### config.mk
export PLATFORM = sky130hd
export DESIGN_NAME = ctrl_cmd_frontend
export DESIGN_NICKNAME = d
export VERILOG_FILES = /design/src/rtl/ctrl_types_pkg.sv /design/src/rtl/ctrl_cmd_fifo.sv /design/src/rtl/ctrl_cmd_frontend.sv
export SDC_FILE = /design/constraint.sdc
export NUM_CORES = 1
export LEC_CHECK = 0
export ABC_AREA = 0
export CAP_MARGIN = 10
export CORE_MARGIN = 4
export CORE_UTILIZATION = 50
export CTS_BUF_LIST = sky130_fd_sc_hd__clkbuf_8
export CTS_CLUSTER_DIAMETER = 120
export DETAILED_ROUTE_END_ITERATION = 10
export PLACE_DENSITY = 0.76
export SKIP_CTS_REPAIR_TIMING = 1
export SLEW_MARGIN = 15
export SYNTH_ARGS = -nofsm -noshare
export SYNTH_HDL_FRONTEND = slang
export SYNTH_SLANG_ARGS = --single-unit
### constraint.sdc
create_clock -name clk -period 16.6 [get_ports clk]
set_input_delay 3.32 -clock clk [delete_from_list [all_inputs] [get_ports clk]]
set_output_delay 3.32 -clock clk [all_outputs]
set_load 0.02 [all_outputs]
### src/rtl/ctrl_types_pkg.sv
// ctrl_types_pkg: shared cache-controller types (opcodes, status, front-end FSM state and command record)
package ctrl_types_pkg;
  localparam int FE_KEY_W = 16;
  localparam int FE_VAL_W = 32;
  typedef enum logic [2:0] {
    OP_NOOP   = 3'b000,
    OP_READ   = 3'b001,
    OP_UPSERT = 3'b010,
    OP_DELETE = 3'b011
  } operation_e;
  typedef struct packed {
    logic done;
    logic error;
  } sub_cmd_t;
  typedef enum logic [1:0] {FE_IDLE, FE_ISSUE, FE_WAIT, FE_RESP} fe_state_e;
  typedef struct packed {
    operation_e            op;
    logic [FE_KEY_W-1:0]   key;
    logic [FE_VAL_W-1:0]   val;
  } fe_cmd_t;
  // Opcodes 3'b100..3'b111 are unassigned and rejected by the front end.
  function automatic logic is_legal_op(input logic [2:0] op);
    return !op[2];
  endfunction
endpackage

### src/rtl/ctrl_cmd_fifo.sv
// ctrl_cmd_fifo: synchronous FIFO; ports clk, rst_n, push/wdata, pop/rdata, full, empty
module ctrl_cmd_fifo #(
  parameter int DEPTH = 4,
  parameter int WIDTH = 8
) (
  input  logic             clk,
  input  logic             rst_n,
  input  logic             push,
  input  logic [WIDTH-1:0] wdata,
  input  logic             pop,
  output logic [WIDTH-1:0] rdata,
  output logic             full,
  output logic             empty
);
  localparam int AW = $clog2(DEPTH);
  logic [WIDTH-1:0] mem [DEPTH];
  logic [AW:0] wp, rp;
  logic do_push, do_pop;
  assign do_push = push && !full;
  assign do_pop  = pop && !empty;
  // Extra pointer MSB distinguishes full from empty when the indices match.
  assign full  = (wp[AW] != rp[AW]) && (wp[AW-1:0] == rp[AW-1:0]);
  assign empty = wp == rp;
  assign rdata = mem[rp[AW-1:0]];
  always_ff @(posedge clk or negedge rst_n)
    if (!rst_n) begin
      wp <= '0;
      rp <= '0;
    end else begin
      wp <= wp + (AW+1)'(do_push);
      rp <= rp + (AW+1)'(do_pop);
    end
  always_ff @(posedge clk)
    if (do_push) mem[wp[AW-1:0]] <= wdata;
endmodule

### src/rtl/ctrl_cmd_frontend.sv
// ctrl_cmd_frontend: buffers host commands and issues them one at a time to the cache controller
// Ports: req_* host command in (valid/ready), ctl_* controller issue/abort out and status/rdata in,
// rsp_* per-command response out (valid/ready). clk, rst_n (async active-low).
module ctrl_cmd_frontend
  import ctrl_types_pkg::*;
#(
  parameter int KEY_W   = FE_KEY_W,
  parameter int VAL_W   = FE_VAL_W,
  parameter int DEPTH   = 4,
  parameter int TIMEOUT = 256
) (
  input  logic             clk,
  input  logic             rst_n,
  input  logic             req_valid_i,
  output logic             req_ready_o,
  input  logic [2:0]       req_op_i,
  input  logic [KEY_W-1:0] req_key_i,
  input  logic [VAL_W-1:0] req_val_i,
  output logic             ctl_start_o,
  output logic [2:0]       ctl_op_o,
  output logic [KEY_W-1:0] ctl_key_o,
  output logic [VAL_W-1:0] ctl_val_o,
  output logic             ctl_abort_o,
  input  logic [1:0]       ctl_status_i,
  input  logic [VAL_W-1:0] ctl_rdata_i,
  output logic             rsp_valid_o,
  input  logic             rsp_ready_i,
  output logic [2:0]       rsp_op_o,
  output logic             rsp_error_o,
  output logic             rsp_timeout_o,
  output logic [VAL_W-1:0] rsp_data_o
);
  localparam int TW = $clog2(TIMEOUT);
  fe_state_e state, state_n;
  fe_cmd_t wr_cmd, rd_cmd, cmd_q;
  sub_cmd_t status;
  logic full, empty, push, pop, hit, expire;
  logic [TW-1:0] timer;
  assign status = sub_cmd_t'(ctl_status_i);
  assign req_ready_o = !full;
  // NOOPs complete the handshake but are never queued.
  assign push = req_valid_i && !full && req_op_i != OP_NOOP;
  assign wr_cmd = '{op: operation_e'(req_op_i), key: req_key_i, val: req_val_i};
  assign pop = state == FE_IDLE && !empty;
  assign hit = state == FE_WAIT && (status.done || status.error);
  // Status arriving in the last allowed cycle beats the timeout.
  assign expire = state == FE_WAIT && !hit && timer == TW'(TIMEOUT - 1);
  ctrl_cmd_fifo #(.DEPTH(DEPTH), .WIDTH($bits(fe_cmd_t))) u_fifo (
    .clk   (clk),
    .rst_n (rst_n),
    .push  (push),
    .wdata (wr_cmd),
    .pop   (pop),
    .rdata (rd_cmd),
    .full  (full),
    .empty (empty)
  );
  always_ff @(posedge clk or negedge rst_n)
    if (!rst_n) state <= FE_IDLE;
    else        state <= state_n;
  always_comb begin
    state_n = pop ? (is_legal_op(rd_cmd.op) ? FE_ISSUE : FE_RESP) :
              state == FE_ISSUE ? FE_WAIT :
              (hit || expire) ? FE_RESP :
              (state == FE_RESP && rsp_ready_i) ? FE_IDLE : state;
  end
  always_comb begin
    ctl_start_o = state == FE_ISSUE;
    ctl_abort_o = expire;
    rsp_valid_o = state == FE_RESP;
  end
  always_ff @(posedge clk or negedge rst_n)
    if (!rst_n) begin
      cmd_q         <= '0;
      timer         <= '0;
      rsp_error_o   <= 1'b0;
      rsp_timeout_o <= 1'b0;
      rsp_data_o    <= '0;
    end else begin
      timer <= state == FE_ISSUE ? '0 : state == FE_WAIT ? timer + 1'b1 : timer;
      if (pop) begin
        cmd_q         <= rd_cmd;
        rsp_error_o   <= !is_legal_op(rd_cmd.op);
        rsp_timeout_o <= 1'b0;
        rsp_data_o    <= '0;
      end else if (hit) begin
        rsp_error_o <= status.error;
        rsp_data_o  <= (cmd_q.op == OP_READ && !status.error) ? ctl_rdata_i : '0;
      end else if (expire) begin
        rsp_error_o   <= 1'b1;
        rsp_timeout_o <= 1'b1;
      end
    end
  assign ctl_op_o  = cmd_q.op;
  assign ctl_key_o = cmd_q.key;
  assign ctl_val_o = cmd_q.val;
  assign rsp_op_o  = cmd_q.op;
endmodule
==> results.md <==
- For this run, the slowest stage of the critical path takes 0.68 ns.
- The launch point of the worst hold path is u_fifo.rp[2].
- The critical path in this run is classified as input pin to output port.
- The post-route clock skew is 0.0151 ns.
- The largest driver fanout on the critical path is 3.
- For the worst setup path, the data required time is 13.28 ns.
- After clock tree synthesis, the clock-pin slew on the worst setup and hold paths is around 0.060 ns.
- The number of nets handed over by synthesis was 646.
- The area inside the core boundary is approximately 23000 um^2.
- STA puts the critical path data arrival time at between 5 and 6 ns.
- The die is between 150 and 200 um tall.
- The clock tree from TritonCTS is yes.
- Routability-driven placement finished with a final weighted congestion of 0.780.
- The net count of the finished layout is 854.
- The run finished with clean final reports.
- The register-to-register setup slack is 13.60 ns.
- The number of unique standard cell types used by synthesis is 38.
- Clock tree synthesis inserted a total of 48 buffers.
- The placed standard-cell area is approximately 13000 um^2.
- Dividing the synthesized area by the synthesized cell count gives 20.8 um^2.
- The share of synthesized area occupied by flip-flops and latches is 0.758.
- The startpoint type of the worst setup path is an input pin.
- The horizontal extent of the die is 159 um.
- The number of enable-type register cells in the synthesized netlist is 204.
- For this block, the via count after detailed routing is between 5000 and 6000.
- The ratio of cells with drive above 1 in the final layout is 0.230.
- In this run the core area contains 55 standard-cell rows.
- The post-route antenna net violation count is 0.
- The DRC marker count from the first detailed-route iteration is about 350.
- Measured on the finished design, the core utilization comes to 0.636.
- CTS built an H-tree with a depth of 2.
- The startpoint of the lowest-slack register-to-register path is u_fifo.rp[1].
- In this run the count of I/O pins placed on the die edge is 181.
- For this design, the slowest cell found on the critical path is sky130_fd_sc_hd__clkdlybuf4s50_1.
- The clock sink total is 305.
- The number of antenna diodes in the final layout is 0.
- The gate family responsible for the most delay along the worst path is buffers and inverters.
- The number of pins with negative max-slew slack in the final report is 0.
- The kind of end point of the critical path is an output port.
- In the synthesized netlist the dominant register cell turns out to be sky130_fd_sc_hd__edfxtp_1.
- The number of detailed-route iterations in the first pass is 4.
- The endpoint of the worst hold-timing path is u_fifo.rp[2].
- After synthesis, the cell types taking the most area are sky130_fd_sc_hd__edfxtp_1, sky130_fd_sc_hd__dfrtp_1, sky130_fd_sc_hd__mux4_2, sky130_fd_sc_hd__mux2_2, sky130_fd_sc_hd__a22o_1.
- Yosys printed 0 warnings.
- The average wire per cell in the routed design is 20.2 um.
- From synthesis to final layout, the design area changed by 25.8%.
- Walking the worst path, the cells encountered are clkdlybuf4s50_1 -> or2_2 -> nor4_1 -> clkdlybuf4s50_1.
- In this run, placement finished with an instance count of 991.
- The via-per-instance ratio is 5.39.
- The pin count of the biggest net entering global routing is 71.
- The initial antenna violation count came to 0.
- The fill cell instance count of the final layout is 1548.
- Counting instances in the post-synthesis netlist gives the leading cell types as sky130_fd_sc_hd__edfxtp_1, sky130_fd_sc_hd__dfrtp_1, sky130_fd_sc_hd__mux2_2, sky130_fd_sc_hd__mux4_2, sky130_fd_sc_hd__a22o_1.
- For this run the aggregate overflow at the end of global routing stands at 0.
- Across the run, the number of max-cap violations was 0.
- After detailed routing, the total wire length is between 20 and 25 mm.
- At the pin with the least slew margin, the transition time is 1.04 ns.
- The leading area contributor after synthesis is sky130_fd_sc_hd__edfxtp_1.
- The path class of the tightest hold or removal check is flip-flop to flip-flop.
- The worst-case IR drop observed on VDD is 0.130 mV.
- The worst pin sits at a relative slew slack of 0.308.
- Final hold analysis gives a worst-case slack of 0.489 ns.
- The first global-routing pass estimated 34.9 mm of wire.
- Synthesis inferred 305 register bits.
- The most frequent cell after synthesis is sky130_fd_sc_hd__edfxtp_1.
- Setup repair after global routing left no endpoint under its margin.
- The static power due to leakage is 5.28 nW.
- Port buffering added 180 buffers.
- Among the stages of the critical path, the cell type that occurs most often is sky130_fd_sc_hd__clkdlybuf4s50_1.
- The final critical path time including I/O delays and setup is 8.40 ns.
- Timing would allow up to 119 MHz.
- The via count of the first global-routing pass is 6469.
- The total die area is 25300 um^2.
- The finished layout cell area is 14400 um^2.
- The final setup violation count is 0.
- The starting density of the core is 0.506.
- Of the post-synthesis cell area, the dominant cell type holds 0.536.
- In this run the cell area of the synthesized design comes to 11400 um^2.
- For this run, the total global-route usage over all layers was measured as 0.174.
- The worst register-to-register path ends at rsp_data_o[11].
- The tree is rooted in a sky130_fd_sc_hd__clkbuf_8.
- The clock passes through at most 3 buffers.
- The buffering stage count on the worst path with inverters included is 2.
- The sum of net half-perimeters after detailed placement is 13.5 mm.
- Clock latency on the worst-skew pair, taken at its later pin, is about 0.54 ns.
- The period utilization is 0.506.
- The setup TNS after final layout is 0 ns.
- The count of mapped cells out of synthesis is 548.
- In the synthesized netlist the async set-or-reset flop fraction comes to 0.331.
- For this run, the number of standard cells in the final layout without fillers is about 1100.
- Dividing total power by cell area gives a power density of 179 nW/um^2.
- The worst hold path cell count is 1.
- The final hold violation count is 0.
- The DRC violation count after routing is 0.
- The number of cells on the worst reg-to-reg path is 6.
-- power breakdown --
group	switching (mW)	internal (mW)	total, mW
Clock	0.271	0.316	0.587
Combinational	0.441	0.425	0.866
Sequential	0.0867	1.03	1.11
-- cells in the final DEF (no fill, tap or decap), drive strengths merged, types with 3 or more instances in the layout --
cell,n
buf,8
nand2,8
clkbuf,51
a21oi,6
a22o,33
xnor2,4
nand3,3
mux2,52
clkdlybuf4s50,179
xor2,6
dfrtp,101
inv,32
o21ai,3
mux4,51
edfxtp,204
clkinv,9
ha,9
nor2,11
-- final cells by class --
class / instances / area (um^2) / share of cell area
well taps: 285 / 357 / 0.0248
clock inverters: 39 / 218 / 0.0152
clock buffers: 51 / 702 / 0.0489
flip-flops and latches: 305 / 8660 / 0.603
repair buffers: 187 / 1850 / 0.129
inverters: 6 / 25.0 / 0.00174
multi-input cells: 208 / 2550 / 0.178
-- registers in the layout, indices dropped and copies added, names as in the netlist --
name	flops
u_fifo.mem	204
ctl_val_o	32
rsp_data_o	32
ctl_key_o	16
timer	8
ctl_op_o	3
u_fifo.rp	3
u_fifo.wp	3
state	2
rsp_error_o	1
rsp_timeout_o	1
-- cells by family (layout without fill, tap and decap cells) --
| family | after synthesis | after routing | synth area share |
|---|---|---|---|
| and+or+nand+nor | 35 | 35 | 0.0159 |
| muxes | 104 | 104 | 0.153 |
| buffers and inverters | 35 | 283 | 0.0206 |
| DFF | 305 | 305 | 0.758 |
| AOI/OAI and AO/OA | 50 | 50 | 0.0354 |
| adders and majority gates | 9 | 9 | 0.00986 |
| xor gates and xnor gates | 10 | 10 | 0.00767 |
-- per-layer routing --
layer	routed length (um)	vias up	share of wire	GRT usage
li1	-	2627	-	-
met1	9120	2961	0.42	0.224
met2	10800	211	0.50	0.291
met3	1510	32	0.069	0.0513
met4	374	0	0.017	0.0477
met5	0	-	0	0
-- stage by stage --
stage / total power [mW] / setup slack, ns
3_3_place_gp: 1.98 / 8.21
5_1_grt: 2.71 / 8.10
2_1_floorplan: 1.69 / 8.63
4_1_cts: 2.61 / 8.21
6_report: 2.57 / 8.20
3_5_place_dp: 2.01 / 8.21
-- worst max-delay path by stage --
| stage | from | cells past startpoint | endpoint | slack [ns] |
|---|---|---|---|---|
| 2_1_floorplan | req_op_i[1] | 3 | u_fifo.mem[0][0] | 8.63 |
| 3_3_place_gp | ctl_status_i[0] | 4 | ctl_abort_o | 8.21 |
| 3_5_place_dp | ctl_status_i[0] | 4 | ctl_abort_o | 8.21 |
| 4_1_cts | ctl_status_i[0] | 4 | ctl_abort_o | 8.21 |
| 5_1_grt | ctl_status_i[0] | 4 | ctl_abort_o | 8.10 |
| 6_report | ctl_status_i[0] | 4 | ctl_abort_o | 8.20 |
No activity file was read; power rests on OpenSTA's default activity.
